**src/rtl/ov7670_fb_writer.sv**
```systemverilog
// OV7670 capture into the TFT frame buffer: the camera bus is oversampled in the tft_clk domain,
// byte pairs are assembled into RGB565 pixels, and writes are clipped to an H_ACTIVE x V_ACTIVE window.
module ov7670_fb_writer #(
    parameter int unsigned H_ACTIVE = 320,
    parameter int unsigned V_ACTIVE = 240,
    parameter int unsigned ADDR_W   = 17
) (
    input  logic              tft_clk,
    input  logic              rst,
    input  logic              capture_en,
    input  logic              cam_pclk,
    input  logic              cam_vsync,
    input  logic              cam_href,
    input  logic [7:0]        cam_data,
    output logic              fb_we,
    output logic [ADDR_W-1:0] fb_waddr,
    output logic [15:0]       fb_wdata,
    output logic              frame_done,
    output logic [7:0]        frame_cnt,
    output logic              short_frame
);

    localparam int unsigned COL_W  = $clog2(H_ACTIVE + 1);
    localparam int unsigned LINE_W = $clog2(V_ACTIVE + 1);
    localparam logic [COL_W-1:0]  COL_MAX   = COL_W'(H_ACTIVE);
    localparam logic [LINE_W-1:0] LINE_MAX  = LINE_W'(V_ACTIVE);
    localparam logic [ADDR_W-1:0] LINE_STEP = ADDR_W'(H_ACTIVE);

    typedef enum logic [1:0] {
        IDLE       = 2'd0,
        WAIT_FRAME = 2'd1,
        ACTIVE     = 2'd2
    } state_t;

    state_t state;
    state_t state_next;

    logic [1:0] pclk_sync;
    logic [1:0] vsync_sync;
    logic [1:0] href_sync;
    logic [7:0] data_meta;
    logic [7:0] data_sync;
    logic       pclk_prev;
    logic       vsync_prev;
    logic       href_prev;

    logic pclk_rise;
    logic vsync_rise;
    logic vsync_fall;
    logic href_rise;
    logic href_fall;

    logic in_active;
    logic end_frame;
    logic clear_frame;

    logic              byte_phase;
    logic [7:0]        hi_byte;
    logic [COL_W-1:0]  col_cnt;
    logic [LINE_W-1:0] line_cnt;
    logic [ADDR_W-1:0] line_base;

    logic col_room;
    logic line_room;
    logic sample_hi;
    logic pixel_formed;
    logic write_now;
    logic line_end;

    // Every camera signal gets the same two-stage depth so pclk stays aligned with data/href.
    always_ff @(posedge tft_clk) begin
        if (rst) begin
            pclk_sync  <= '0;
            vsync_sync <= '0;
            href_sync  <= '0;
            data_meta  <= '0;
            data_sync  <= '0;
            pclk_prev  <= 1'b0;
            vsync_prev <= 1'b0;
            href_prev  <= 1'b0;
        end else begin
            pclk_sync  <= {pclk_sync[0], cam_pclk};
            vsync_sync <= {vsync_sync[0], cam_vsync};
            href_sync  <= {href_sync[0], cam_href};
            data_meta  <= cam_data;
            data_sync  <= data_meta;
            pclk_prev  <= pclk_sync[1];
            vsync_prev <= vsync_sync[1];
            href_prev  <= href_sync[1];
        end
    end

    assign pclk_rise  = pclk_sync[1] & ~pclk_prev;
    assign vsync_rise = vsync_sync[1] & ~vsync_prev;
    assign vsync_fall = ~vsync_sync[1] & vsync_prev;
    assign href_rise  = href_sync[1] & ~href_prev;
    assign href_fall  = ~href_sync[1] & href_prev;

    always_ff @(posedge tft_clk) begin
        if (rst) begin
            state <= IDLE;
        end else begin
            state <= state_next;
        end
    end

    always_comb begin
        state_next = state;
        case (state)
            IDLE: begin
                if (capture_en) begin
                    state_next = WAIT_FRAME;
                end
            end
            WAIT_FRAME: begin
                if (!capture_en) begin
                    state_next = IDLE;
                end else if (vsync_fall) begin
                    state_next = ACTIVE;
                end
            end
            ACTIVE: begin
                // capture_en is only looked at once the frame has ended
                if (vsync_rise) begin
                    state_next = capture_en ? WAIT_FRAME : IDLE;
                end
            end
            default: state_next = IDLE;
        endcase
    end

    always_comb begin
        in_active   = (state == ACTIVE);
        end_frame   = in_active & vsync_rise;
        clear_frame = ~in_active;
    end

    assign col_room  = (col_cnt < COL_MAX);
    assign line_room = (line_cnt < LINE_MAX);

    // A href rising edge forces phase 0 even when it lands on the same cycle as the first byte.
    assign sample_hi    = in_active & pclk_rise & href_sync[1] & (~byte_phase | href_rise);
    assign pixel_formed = in_active & pclk_rise & href_sync[1] & byte_phase & ~href_rise;
    assign write_now    = pixel_formed & col_room & line_room & ~vsync_rise;
    assign line_end     = in_active & href_fall & (col_cnt != '0);

    always_ff @(posedge tft_clk) begin
        if (rst || clear_frame) begin
            byte_phase <= 1'b0;
            hi_byte    <= '0;
            col_cnt    <= '0;
            line_cnt   <= '0;
            line_base  <= '0;
        end else begin
            if (href_rise) begin
                byte_phase <= 1'b0;
            end
            if (sample_hi) begin
                hi_byte    <= data_sync;
                byte_phase <= 1'b1;
            end else if (pixel_formed) begin
                byte_phase <= 1'b0;
                if (col_room) begin
                    col_cnt <= col_cnt + COL_W'(1);
                end
            end
            if (line_end) begin
                col_cnt <= '0;
                if (line_room) begin
                    line_cnt  <= line_cnt + LINE_W'(1);
                    line_base <= line_base + LINE_STEP;
                end
            end
        end
    end

    always_ff @(posedge tft_clk) begin
        if (rst) begin
            fb_we       <= 1'b0;
            fb_waddr    <= '0;
            fb_wdata    <= '0;
            frame_done  <= 1'b0;
            frame_cnt   <= '0;
            short_frame <= 1'b0;
        end else begin
            fb_we      <= write_now;
            frame_done <= end_frame;
            if (write_now) begin
                fb_waddr <= line_base + ADDR_W'(col_cnt);
                fb_wdata <= {hi_byte, data_sync};
            end
            if (end_frame) begin
                frame_cnt <= frame_cnt + 8'd1;
                if (line_room) begin
                    short_frame <= 1'b1;
                end
            end
        end
    end

endmodule
```
**config.mk**
```make
export PLATFORM = sky130hd
export DESIGN_NAME = ov7670_fb_writer
export DESIGN_NICKNAME = d
export VERILOG_FILES = /design/src/rtl/ov7670_fb_writer.sv
export SDC_FILE = /design/constraint.sdc
export NUM_CORES = 1
export LEC_CHECK = 0
export ABC_AREA = 1
export CORE_MARGIN = 2
export CORE_UTILIZATION = 49
export CTS_CLUSTER_DIAMETER = 150
export DETAILED_ROUTE_END_ITERATION = 8
export PLACE_DENSITY = 0.72
export REMOVE_ABC_BUFFERS = 1
export SYNTH_ARGS = -nofsm -noshare
export SYNTH_HDL_FRONTEND = slang
export SYNTH_SLANG_ARGS = --single-unit
```
**constraint.sdc**
```tcl
create_clock -name tft_clk -period 3.5 [get_ports tft_clk]
set_clock_uncertainty 0.15 [all_clocks]
set_input_delay 0.35 -clock tft_clk [delete_from_list [all_inputs] [get_ports tft_clk]]
set_output_delay 0.35 -clock tft_clk [all_outputs]
set_load 0.005 [all_outputs]
```
After elaboration in Yosys (flattened, before gate mapping)
Cells that the tools add are included.

word-level totals
  bits in registers = 114
  input port bits = 14
  word-level logic and storage cells = 77

cells by class
  add/sub/neg operators = 5
  magnitude comparators = 2
  eq/ne operators = 5
  multiplexer cells = 9
  bitwise logic cells = 27
  reduce and logical (&&, ||, !) cells = 9

operators with widths
  cell                     number
  $add A17 B9 Y17          1
  $add A17 B9 Y17 const B  1
  $add A8 B1 Y8 const B    2
  $and A1 B1 Y1            16
  $not A1 Y1               10
  $add A9 B1 Y9 const B    1
  $lt A9 B9 Y1 const B     1
  $reduce_bool A9 Y1       1
  $lt A8 B8 Y1 const B     1
  $mux W2                  4
  $pmux W2 S3              1
  $reduce_and A3 Y1        2
  $mux W1                  4
  $ne A2 B2 Y1 const B     2
  $reduce_and A2 Y1        2
  $ne A3 B3 Y1 const B     1
  $reduce_bool A3 Y1       1
  $eq A2 B1 Y1 const B     1
  $eq A2 B2 Y1 const B     1
  $logic_not A2 Y1         1
  $reduce_or A2 Y1         1
  $logic_or A1 B1 Y1       1
  $or A1 B1 Y1             1

Logic depth before layout (Yosys ltp)
Gate-level depths: netlist of the first run.

  depth after elaboration = 9
  mapped depth = 10

Least setup slack after synthesis of the first run
Ideal clock, no wire load.

  kind = register to register
  from = reg col_cnt[6]
  to = reg fb_waddr[14]
  setup time = 109 ps
  data arrival time = 1416 ps
  data required time = 3241 ps
  slack = 1826 ps
  cell stages (with the launch flop) = 10
  cells stage by stage = dfxtp_1 ha_1 fa_1 nand2_1 a21oi_2 nand2_1 o21ai_0 nand3_1 nand2_1 inv_1

between the ends
  word-level cells in the longest chain between the ends = 4
  elaborated cells between the ends (all ways) = 5
  classes of those cells = add/sub: 1; order compare: 1; bitwise: 3

RTL lines
  what                         line  RTL
  start, declared              59    logic [COL_W-1:0] col_cnt;
  start signal, assigned       164   col_cnt <= col_cnt + COL_W'(1);
  $lt A9 B9 Y1                 138   assign col_room = (col_cnt < COL_MAX);
  $and A1 B1 Y1 (3 in series)  144   assign write_now = pixel_formed & col_room & line_room & ~vsync_rise;
  end signal, assigned         189   fb_waddr <= line_base + ADDR_W'(col_cnt);
  end, declared                16    output logic [ADDR_W-1:0] fb_waddr,

Parallel ways exist; a longest one is shown, timed or not.
A chain may end at the register's enable or synchronous reset.

Worst setup path in the final report of the first run
  from = reg col_cnt[0]
  to = reg line_cnt[0]

between the ends
  word-level cells in the longest chain between the ends = 3

RTL lines
  what                                line  RTL
  $reduce_bool A9 Y1                  145   assign line_end = in_active & href_fall & (col_cnt != '0);
  $and A1 B1 Y1                       145
  $reduce_and A2 Y1 (no source line)  -
  end signal, assigned                170   line_cnt <= line_cnt + LINE_W'(1);
  end, declared                       60    logic [LINE_W-1:0] line_cnt;

Every way passes these cells.

==> impl_metrics.py, run 1 <==
metrics = {
    "die": {
        "ios": 58,
        "core_um2": 8810,
        "die_width_um": 99.9,
        "rows": 34,
        "initial_core_util": 0.512,
        "die_area_um2": 9980,
        "die_h_um": 99.9,
    },
    "clock_network": {
        "clockRootBuffer": "clkbuf_8",
        "numCtsBuffers": 9,
        "cts_tree": "done",
        "cts_sinks": 108,
        "clock_path_buffers": 2,
        "insertion_delay_ps": 380,
        "cts_resized": 0,
        "post_cts_buffers": 0,
        "path_clk_slew_ps": 110,
        "hold_buffers": 0,
        "htreeDepth": 3,
    },
    "layout": {
        "drive_gt1_frac": 0.0539,
        "nFillCells": 804,
        "area_delta_synth_final_pct": 18.2,
        "nets": 686,
        "multi_input_area_um2": 1930,
        "n_antenna_cell": 0,
        "seq_area_um2": 2160,
        "fin_cells": 776,
    },
    "hold_path": {
        "hp-class": "flip-flop to flip-flop",
        "whs_endpoint": "data_sync[6]$_SDFF_PP0_",
        "min-delay-start": "data_meta[6]$_SDFF_PP0_",
        "worstHoldPathCells": 2,
    },
    "yosys": {
        "synth_edf_count": 0,
        "yosys.cell_count.top_type": "nor2_1",
        "synth.cell_area_um2": 4510,
        "synth_cells": 610,
        "yosys-top-cells-count": "nor2_1, dfxtp_1, nand2_1",
        "yosysWarnings": 0,
        "synth_seq_cells": 108,
        "synth_top_area_share": 0.480,
        "async_flop_share": 0,
        "ys_types": 38,
        "syn_area_per_cell_um2": 7.39,
        "synth_ff_type": "dfxtp_1",
        "synth_top_area_cell": "dfxtp_1",
        "synthTopCellsByArea": "dfxtp_1, nor2_1, nand2_1",
        "seq_area_frac_synth": 0.480,
    },
    "power": {
        "seqPwrFrac": 0.607,
        "p_sw_uw": 491,
        "p_clk_frac": 0.367,
        "vdd_drop_max_uv": 364,
        "power.leakage_uw": 0.00230,
        "cellPowerDensity_nw_per_um2": 386,
        "swShare": 0.238,
        "power_frac_comb": 0.027,
        "p_int_uw": 1570,
    },
    "routing": {
        "wl_per_cell_um": 11.5,
        "drc": 0,
        "wl_mm": 8.93,
        "viasPerCell": 4.86,
        "drt_iter0_markers": 144,
        "final_antenna_net_count": 0,
        "vias": 3769,
        "drt_pre_antenna_iters": 5,
    },
    "worst_setup_path": {
        "crit_buf_inv": 2,
        "critPathTopFamily": "simple AND/OR/NAND/NOR gates",
        "end_kind": "flip-flop",
        "r2r_end": "line_cnt[0]$_SDFFE_PP0P_",
        "slowest_delay_ps": 490,
        "crit_chain": "inv_1, ha_1, inv_1, nor2_1, nand4_1, nand3_1, or2_1, a21oi_1",
        "regToRegSetupSlack_ps": 1390,
        "r2r-start": "col_cnt[0]$_SDFFE_PP0P_",
        "reg2reg_depth": 8,
        "worstSetupPathType": "flip-flop to flip-flop",
        "cp.arrival_ps": 2260,
        "cpMostUsedCell": "inv_1",
        "slowest_stage": "nand3_1",
        "cp.required_ps": 3660,
        "path_max_fanout": 20,
        "start_kind": "flip-flop",
    },
    "timing": {
        "maxSlewViolCount": 0,
        "fin_setup_tns_ps": 0,
        "fin_crit_sh": 0.602,
        "rsz0062_at_grt": "no",
        "fmaxAchievable_ghz": 0.475,
        "hold-worst-slack_ps": 259,
        "layout_min_cycle_time_ps": 2110,
        "setup_viol": 0,
        "finalHoldViolations": 0,
        "worstMarginPinSlew_ps": 663,
        "max_slew_margin": 0.557,
    },
    "global_route": {
        "grt.total_usage": 0.190,
        "grt_pass1_wl_mm": 15.6,
        "antenna_found_initial": 0,
        "grt_max_degree": 36,
        "grt_pass1_vias": 3631,
        "grt-ovfl-total": 0,
    },
    "run_status": {
        "status": "finished, final reports clean",
    },
    "flow_run": {
        "maxCapViolations": 0,
    },
    "placed_design": {
        "gp_congestion": 0.834,
        "dpl.hpwl_mm": 6.25,
        "place_inst": 760,
        "port_buffers": 57,
    },
}
==> how the worst max path moves through the flow <==
stage / startpoint / to / slack [ps] / cells past startpoint
2_1_floorplan: col_cnt[0]$_SDFFE_PP0P_ / line_base[6]$_SDFFE_PP0P_ / 1760 / 8
3_3_place_gp: rst / line_cnt[7]$_SDFFE_PP0P_ / 1390 / 5
3_5_place_dp: rst / line_base[14]$_SDFFE_PP0P_ / 1320 / 5
4_1_cts: col_cnt[0]$_SDFFE_PP0P_ / line_base[6]$_SDFFE_PP0P_ / 1380 / 8
5_1_grt: col_cnt[0]$_SDFFE_PP0P_ / line_cnt[0]$_SDFFE_PP0P_ / 1140 / 8
6_report: col_cnt[0]$_SDFFE_PP0P_ / line_cnt[0]$_SDFFE_PP0P_ / 1390 / 8
==> worst min-delay path, cell delays in order, from the launching register on <==
cell and delay (ps):
dfxtp_1 310, inv_1 40, nor2_1 30
==> layer usage <==
layer	global-route usage	vias up	wire (µm)	share of wire
li1	-	2002	-	-
met1	0.235	1689	4340	0.49
met2	0.322	67	4150	0.46
met3	0.0501	11	311	0.035
met4	0.0611	0	124	0.014
met5	0	-	0	0
==> metrics by stage <==
step | utilization | area (µm²) | setup WS [ps] | power [µW]
finish | 0.605 | 5330 | 1390 | 2060
global route | 0.605 | 5330 | 1140 | 2150
CTS | 0.605 | 5330 | 1380 | 2090
detailed placement | 0.582 | 5130 | 1320 | 1330
global placement | 0.582 | 5130 | 1390 | 1330
floorplan | - | 4400 | 1760 | 1300
==> state kept, by name, summed over array words and instances, names as in the netlist, 2 cells and up <==
signal      flops
fb_wdata       16
frame_cnt       8
hi_byte         8
data_meta       8
href_sync       2
pclk_sync       2
state           2
vsync_sync      2
line_base      11
data_sync       8
line_cnt        8
col_cnt         9
fb_waddr       17
==> power by group through the flow <==
stage	Sequential [µW]	Combinational, µW	Clock [µW]
6_report	1250	55.5	755
4_1_cts	1250	55.7	783
5_1_grt	1250	62.6	832
3_3_place_gp	1280	54.4	0
2_1_floorplan	1280	25.1	0
3_5_place_dp	1280	55.6	0
==> cells by family (layout without fill, tap and decap cells) <==
family,count (synthesis),after routing,synth area share
adder cells (fa/ha/maj),9,9,0.0266
buffers and inverters,100,158,0.0933
flip-flops,108,108,0.480
XOR/XNOR,13,13,0.0253
AND/OR/NAND/NOR,287,287,0.268
AO/OA/AOI/OAI,93,93,0.108
==> area by class of cell <==
cell class	count	area share
timing repair buffer	60	0.111
inverter	82	0.0582
tap	108	0.0254
clock inverter	6	0.0122
clock buffer	10	0.0258
multi-input combinational	402	0.361
sequential	108	0.406
==> cells in the final DEF, fill, tap and decap left out, drive strengths merged <==
| master | Yosys | layout |
|---|---|---|
| o21bai | 2 | 2 |
| a21oi | 36 | 36 |
| fa | 1 | 1 |
| ha | 8 | 8 |
| clkinv | 1 | 3 |
| buf | 13 | 3 |
| xnor2 | 3 | 3 |
| o211ai | 1 | 1 |
| nor4 | 1 | 1 |
| o21ai | 52 | 52 |
| inv | 81 | 85 |
| xor2 | 10 | 10 |
| and3 | 2 | 2 |
| a211oi | 1 | 1 |
| dfxtp | 108 | 108 |
| clkdlybuf4s50 | 0 | 57 |
| nor3 | 4 | 4 |
| a21o | 1 | 1 |
| nand2 | 107 | 107 |
| nand3 | 30 | 30 |
| clkbuf | 5 | 10 |
| nor2 | 137 | 137 |
| nand4 | 3 | 3 |
| or2 | 3 | 3 |
(Power assumes the default switching activity.)
==> run 2: changes to the inputs <==
--- a/config.mk
+++ b/config.mk
@@ -10,7 +10,7 @@
 export CORE_UTILIZATION = 49
 export CTS_CLUSTER_DIAMETER = 150
 export DETAILED_ROUTE_END_ITERATION = 8
-export PLACE_DENSITY = 0.72
+export PLACE_DENSITY = 0.75
 export REMOVE_ABC_BUFFERS = 1
 export SYNTH_ARGS = -nofsm -noshare
 export SYNTH_HDL_FRONTEND = slang
==> constraint.sdc (replaced) <==
create_clock -name tft_clk -period 1.8 [get_ports tft_clk]
set_clock_uncertainty 0.15 [all_clocks]
set_input_delay 0.18 -clock tft_clk [delete_from_list [all_inputs] [get_ports tft_clk]]
set_output_delay 0.18 -clock tft_clk [all_outputs]
set_load 0.005 [all_outputs]
==> impl_metrics.py, run 2 (synthesis results as in run 1) <==
metrics = {
    "routing": {
        "drc": 0,
        "wl_per_cell_um": 11.9,
        "wl_mm": 9.47,
        "viasPerCell": 4.87,
        "final_antenna_net_count": 0,
        "drt_pre_antenna_iters": 4,
        "vias": 3876,
        "drt_iter0_markers": 131,
    },
    "die": {
        "initial_core_util": 0.512,
        "die_width_um": 99.9,
        "die_h_um": 99.9,
        "ios": 58,
        "core_um2": 8810,
        "die_area_um2": 9980,
        "rows": 34,
    },
    "timing": {
        "fin_crit_sh": 0.996,
        "fin_setup_tns_ps": 0,
        "max_slew_margin": 0.771,
        "setup_viol": 0,
        "rsz0062_at_grt": "yes",
        "worstMarginPinSlew_ps": 343,
        "finalHoldViolations": 0,
        "maxSlewViolCount": 0,
        "layout_min_cycle_time_ps": 1790,
        "fmaxAchievable_ghz": 0.558,
    },
    "worst_setup_path": {
        "start_kind": "flip-flop",
        "path_max_fanout": 5,
        "cp.required_ps": 1940,
        "regToRegSetupSlack_ps": 7,
        "cp.arrival_ps": 1930,
        "worstSetupPathType": "flip-flop to flip-flop",
        "reg2reg_depth": 9,
        "end_kind": "flip-flop",
    },
    "placed_design": {
        "dpl.hpwl_mm": 6.88,
        "gp_congestion": 0.896,
        "port_buffers": 57,
    },
    "clock_network": {
        "hold_buffers": 0,
        "cts_sinks": 108,
        "clock_path_buffers": 2,
        "numCtsBuffers": 9,
        "htreeDepth": 3,
        "clockRootBuffer": "clkbuf_8",
        "path_clk_slew_ps": 110,
        "cts_tree": "done",
        "insertion_delay_ps": 370,
    },
    "layout": {
        "final_common_cell": "nor2_1",
        "largest_register_ffs": 17,
        "final_cell_mix": "nor2_1, dfxtp_1, nand2_1, inv_1, clkdlybuf4s50_1",
        "top_regs": "fb_waddr: 17 flops, fb_wdata: 16 flops, line_base: 11 flops",
        "drive_gt1_frac": 0.124,
        "largest_register": "fb_waddr",
        "nets": 706,
        "n_antenna_cell": 0,
        "area_delta_synth_final_pct": 24.9,
    },
    "power": {
        "power.leakage_uw": 0.00243,
        "p_total_uw": 4000,
        "cellPowerDensity_nw_per_um2": 711,
        "vdd_drop_max_uv": 512,
    },
    "hold_path": {
        "worstHoldPathCells": 3,
        "hp-class": "primary input to flip-flop",
    },
    "global_route": {
        "grt_max_degree": 29,
        "grt_pass1_vias": 3642,
        "grt.total_usage": 0.197,
        "grt-ovfl-total": 0,
        "grt_pass1_wl_mm": 16.0,
        "antenna_found_initial": 0,
    },
    "run_status": {
        "status": "finished, final reports clean",
    },
    "flow_run": {
        "maxCapViolations": 0,
    },
}
-- run 2: cell count changes in the layout (fill, tap and decap cells not counted), sizes merged --
| cell | before | now |
|---|---|---|
| inv | 85 | 84 |
| clkinvlp | 0 | 1 |
| buf | 3 | 23 |
-- run 2: area by class of cell --
type | instances | area [µm²]
Fill cell | 782 | 3180
Tap cell | 108 | 135
Clock buffer | 10 | 138
Timing Repair Buffer | 80 | 791
Inverter | 82 | 315
Multi-Input combinational cell | 402 | 2030
Clock inverter | 6 | 57.6
Sequential cell | 108 | 2170
-- run 2: report_power, final --
group	internal, µW	total, µW	switching [µW]	leakage [µW]
Combinational	52.9	117	63.7	0.00145
Clock	571	1460	884	0.0000980
Sequential	2420	2430	11.8	0.000877
Total	3040	4000	960	0.00243
-- run 2: metal layers --
metal,up-vias,part of all wire,GRT usage
met5,-,0,0
met4,0,0.013,0.0674
met3,12,0.028,0.0299
met2,66,0.48,0.345
met1,1758,0.48,0.249
li1,2040,-,-
-- run 2: critical path, stage by stage, from the launching register on --
cell and delay [ps]:
dfxtp_1 330, ha_1 220, fa_1 400, nand2_2 120, a21oi_4 80, buf_4 140
nand4_1 60, nand3_1 100, nand2_1 80, inv_1 30
-- run 2: what timing repair did --
action / CTS / global route
pin swaps: 0 / 16
buffers inserted: 0 / 6
hold endpoints to repair: 0 / 0
cloned: 0 / 0
gates resized for setup: 1 / 44
endpoints found under the setup margin: 3 / 41
-- run 2: final timing paths --
kind | from | endpoint
worst min register to register | data_meta[2]$_SDFF_PP0_ | data_sync[2]$_SDFF_PP0_
worst max-delay path | col_cnt[6]$_SDFFE_PP0P_ | fb_waddr[16]$_SDFFE_PP0P_
worst max register to register | col_cnt[6]$_SDFFE_PP0P_ | fb_waddr[16]$_SDFFE_PP0P_
worst min-delay path | cam_data[4] | data_meta[4]$_SDFF_PP0_
-- run 2: metrics by stage --
step                      utilization  area [µm²]  setup slack, ps  hold slack (ps)  std cells
after global placement          0.598        5260             45.3              240        775
after detailed placement        0.598        5260             3.55              246        775
after floorplan                     -        4400             58.1             99.1        592
after CTS                       0.620        5460             21.5              154        791
final                           0.639        5630             7.14              160        796
after global routing            0.639        5630            -66.7              165        796
==> run 3: changes to the inputs <==
--- a/config.mk
+++ b/config.mk
@@ -6,7 +6,7 @@
 export NUM_CORES = 1
 export LEC_CHECK = 0
 export ABC_AREA = 1
-export CORE_MARGIN = 2
+export CAP_MARGIN = 25
 export CORE_UTILIZATION = 49
 export CTS_CLUSTER_DIAMETER = 150
 export DETAILED_ROUTE_END_ITERATION = 8
==> impl_metrics.py, run 3 (synthesis results as in run 1) <==
metrics = {
    "flow_run": {
        "maxCapViolations": 0,
    },
    "layout": {
        "largest_register_ffs": 17,
        "n_antenna_cell": 0,
        "nFillCells": 720,
        "final_cell_mix": "nor2_1, dfxtp_1, nand2_1, inv_1, clkdlybuf4s50_1",
        "stdcell_area_um2": 5730,
        "nets": 708,
        "area_delta_synth_final_pct": 27.0,
        "top_regs": "fb_waddr: 17 flops, fb_wdata: 16 flops, line_base: 11 flops",
        "final_common_cell": "nor2_1",
        "drive_gt1_frac": 0.146,
        "largest_register": "fb_waddr",
    },
    "global_route": {
        "grt_use_met2": 0.341,
        "use_met3": 0.0308,
        "antenna_found_initial": 0,
        "gr-usage-met1": 0.263,
        "top_usage_layer": "met2",
        "grt_max_degree": 38,
        "grt_pass1_wl_mm": 16.1,
        "grt_pass1_vias": 3666,
        "grt.total_usage": 0.204,
        "grt-ovfl-total": 0,
    },
    "routing": {
        "viasPerCell": 4.94,
        "vias": 3940,
        "wl_per_cell_um": 11.9,
        "drc": 2,
        "drt_pre_antenna_iters": 6,
        "drt_iter0_markers": 126,
        "wl_mm": 9.48,
        "final_antenna_net_count": 0,
    },
    "timing": {
        "finalHoldViolations": 0,
        "layout_min_cycle_time_ps": 1750,
        "setup_viol": 0,
        "max_slew_margin": 0.745,
        "fmaxAchievable_ghz": 0.570,
        "maxSlewViolCount": 0,
        "worstMarginPinSlew_ps": 381,
        "fin_crit_sh": 0.975,
        "rsz0062_at_grt": "yes",
        "hold-worst-slack_ps": 146,
    },
    "die": {
        "ios": 58,
        "core_um2": 8810,
        "die_area_um2": 9590,
        "initial_core_util": 0.512,
        "rows": 34,
        "die_h_um": 97.9,
        "die_width_um": 97.9,
    },
    "clock_network": {
        "path_clk_slew_ps": 120,
        "clockRootBuffer": "clkbuf_8",
        "clock_path_buffers": 2,
        "hold_buffers": 0,
        "cts_tree": "done",
        "cts_sinks": 108,
        "insertion_delay_ps": 380,
        "htreeDepth": 3,
        "numCtsBuffers": 9,
    },
    "placed_design": {
        "dpl.hpwl_mm": 6.46,
        "gp_congestion": 0.941,
        "placed_area_um2": 5270,
        "port_buffers": 57,
    },
    "worst_setup_path": {
        "path_max_fanout": 8,
        "crit_buf_inv": 5,
        "end_kind": "flip-flop",
        "crit_chain": "inv_2, ha_4, inv_2, nor2_2, nand4_1, buf_6, nand2_4, buf_6, nor2_4, buf_6, nand2_2, a21oi_2",
        "worstSetupPathType": "flip-flop to flip-flop",
        "cp.required_ps": 1970,
        "slowest_delay_ps": 360,
        "critPathTopFamily": "buffers and inverters",
        "start_kind": "flip-flop",
        "cp.arrival_ps": 1920,
        "cpMostUsedCell": "buf_6",
        "slowest_stage": "dfxtp_2",
    },
    "power": {
        "vdd_drop_max_uv": 490,
        "power.leakage_uw": 0.00251,
        "cellPowerDensity_nw_per_um2": 708,
    },
    "run_status": {
        "violations": "design-rule violations",
        "status": "finished with violations",
    },
    "hold_path": {
        "hp-class": "primary input to flip-flop",
    },
}
[run 3: cell count changes in the layout (fill, tap and decap cells not counted), sizes merged]
cell      change
buf           +2
clkbuf        -1
clkinv        +1
clkinvlp      -1
inv           +1
[run 3: worst paths after layout]
path,startpoint,to,cells past startpoint,slack [ps]
worst max register to register,col_cnt[1]$_SDFFE_PP0P_,line_base[12]$_SDFFE_PP0P_,12,50
worst max-delay path,col_cnt[1]$_SDFFE_PP0P_,line_base[12]$_SDFFE_PP0P_,12,50
worst min-delay path,cam_data[2],data_meta[2]$_SDFF_PP0_,3,150
worst min register to register,vsync_sync[0]$_SDFF_PP0_,vsync_sync[1]$_SDFF_PP0_,2,260
[run 3: cell type report]
type	instances	area (µm²)	area share
Sequential cell	108	2170	0.379
Multi-Input combinational cell	402	2080	0.364
Timing Repair Buffer	82	815	0.142
Inverter	82	313	0.0546
Tap cell	108	135	0.0236
Clock buffer	9	124	0.0216
Clock inverter	7	86.3	0.0151
[run 3: tightest hold or removal path, delay by kind of cell]
kind | cells | cell delay, ps
buf+inv | 2 | 440
simple gates | 1 | 30
[run 3: per-layer routing]
metal | wire length [µm] | vias up
met4 | 101 | 0
met1 | 4410 | 1810
met2 | 4630 | 74
li1 | - | 2046
met5 | 0 | -
met3 | 338 | 10
[run 3: where the power goes]
part           leakage (µW)  switching, µW  total [µW]  internal (µW)
registers          0.000878           11.1        2430           2420
clock network      0.000105            936        1500            567
logic               0.00152           64.1         120           56.3
[run 3: metrics by stage]
step | total power [µW] | instances | setup slack (ps) | TNS (ps) | utilization
after detailed placement | 2600 | 776 | 29.3 | 0 | 0.599
after global placement | 2600 | 776 | 77.0 | 0 | 0.599
final | 4050 | 798 | 45.3 | 0 | 0.650
after floorplan | 2530 | 592 | 58.1 | 0 | -
after CTS | 4090 | 792 | -6.24 | -6.24 | 0.623
after global routing | 4210 | 798 | -58.3 | -449 | 0.650
[run 3: what timing repair did]
action	in CTS	in global routing
pin swaps	0	13
endpoints found under the setup margin	16	57
setup buffers	0	6
gates resized for setup	3	56
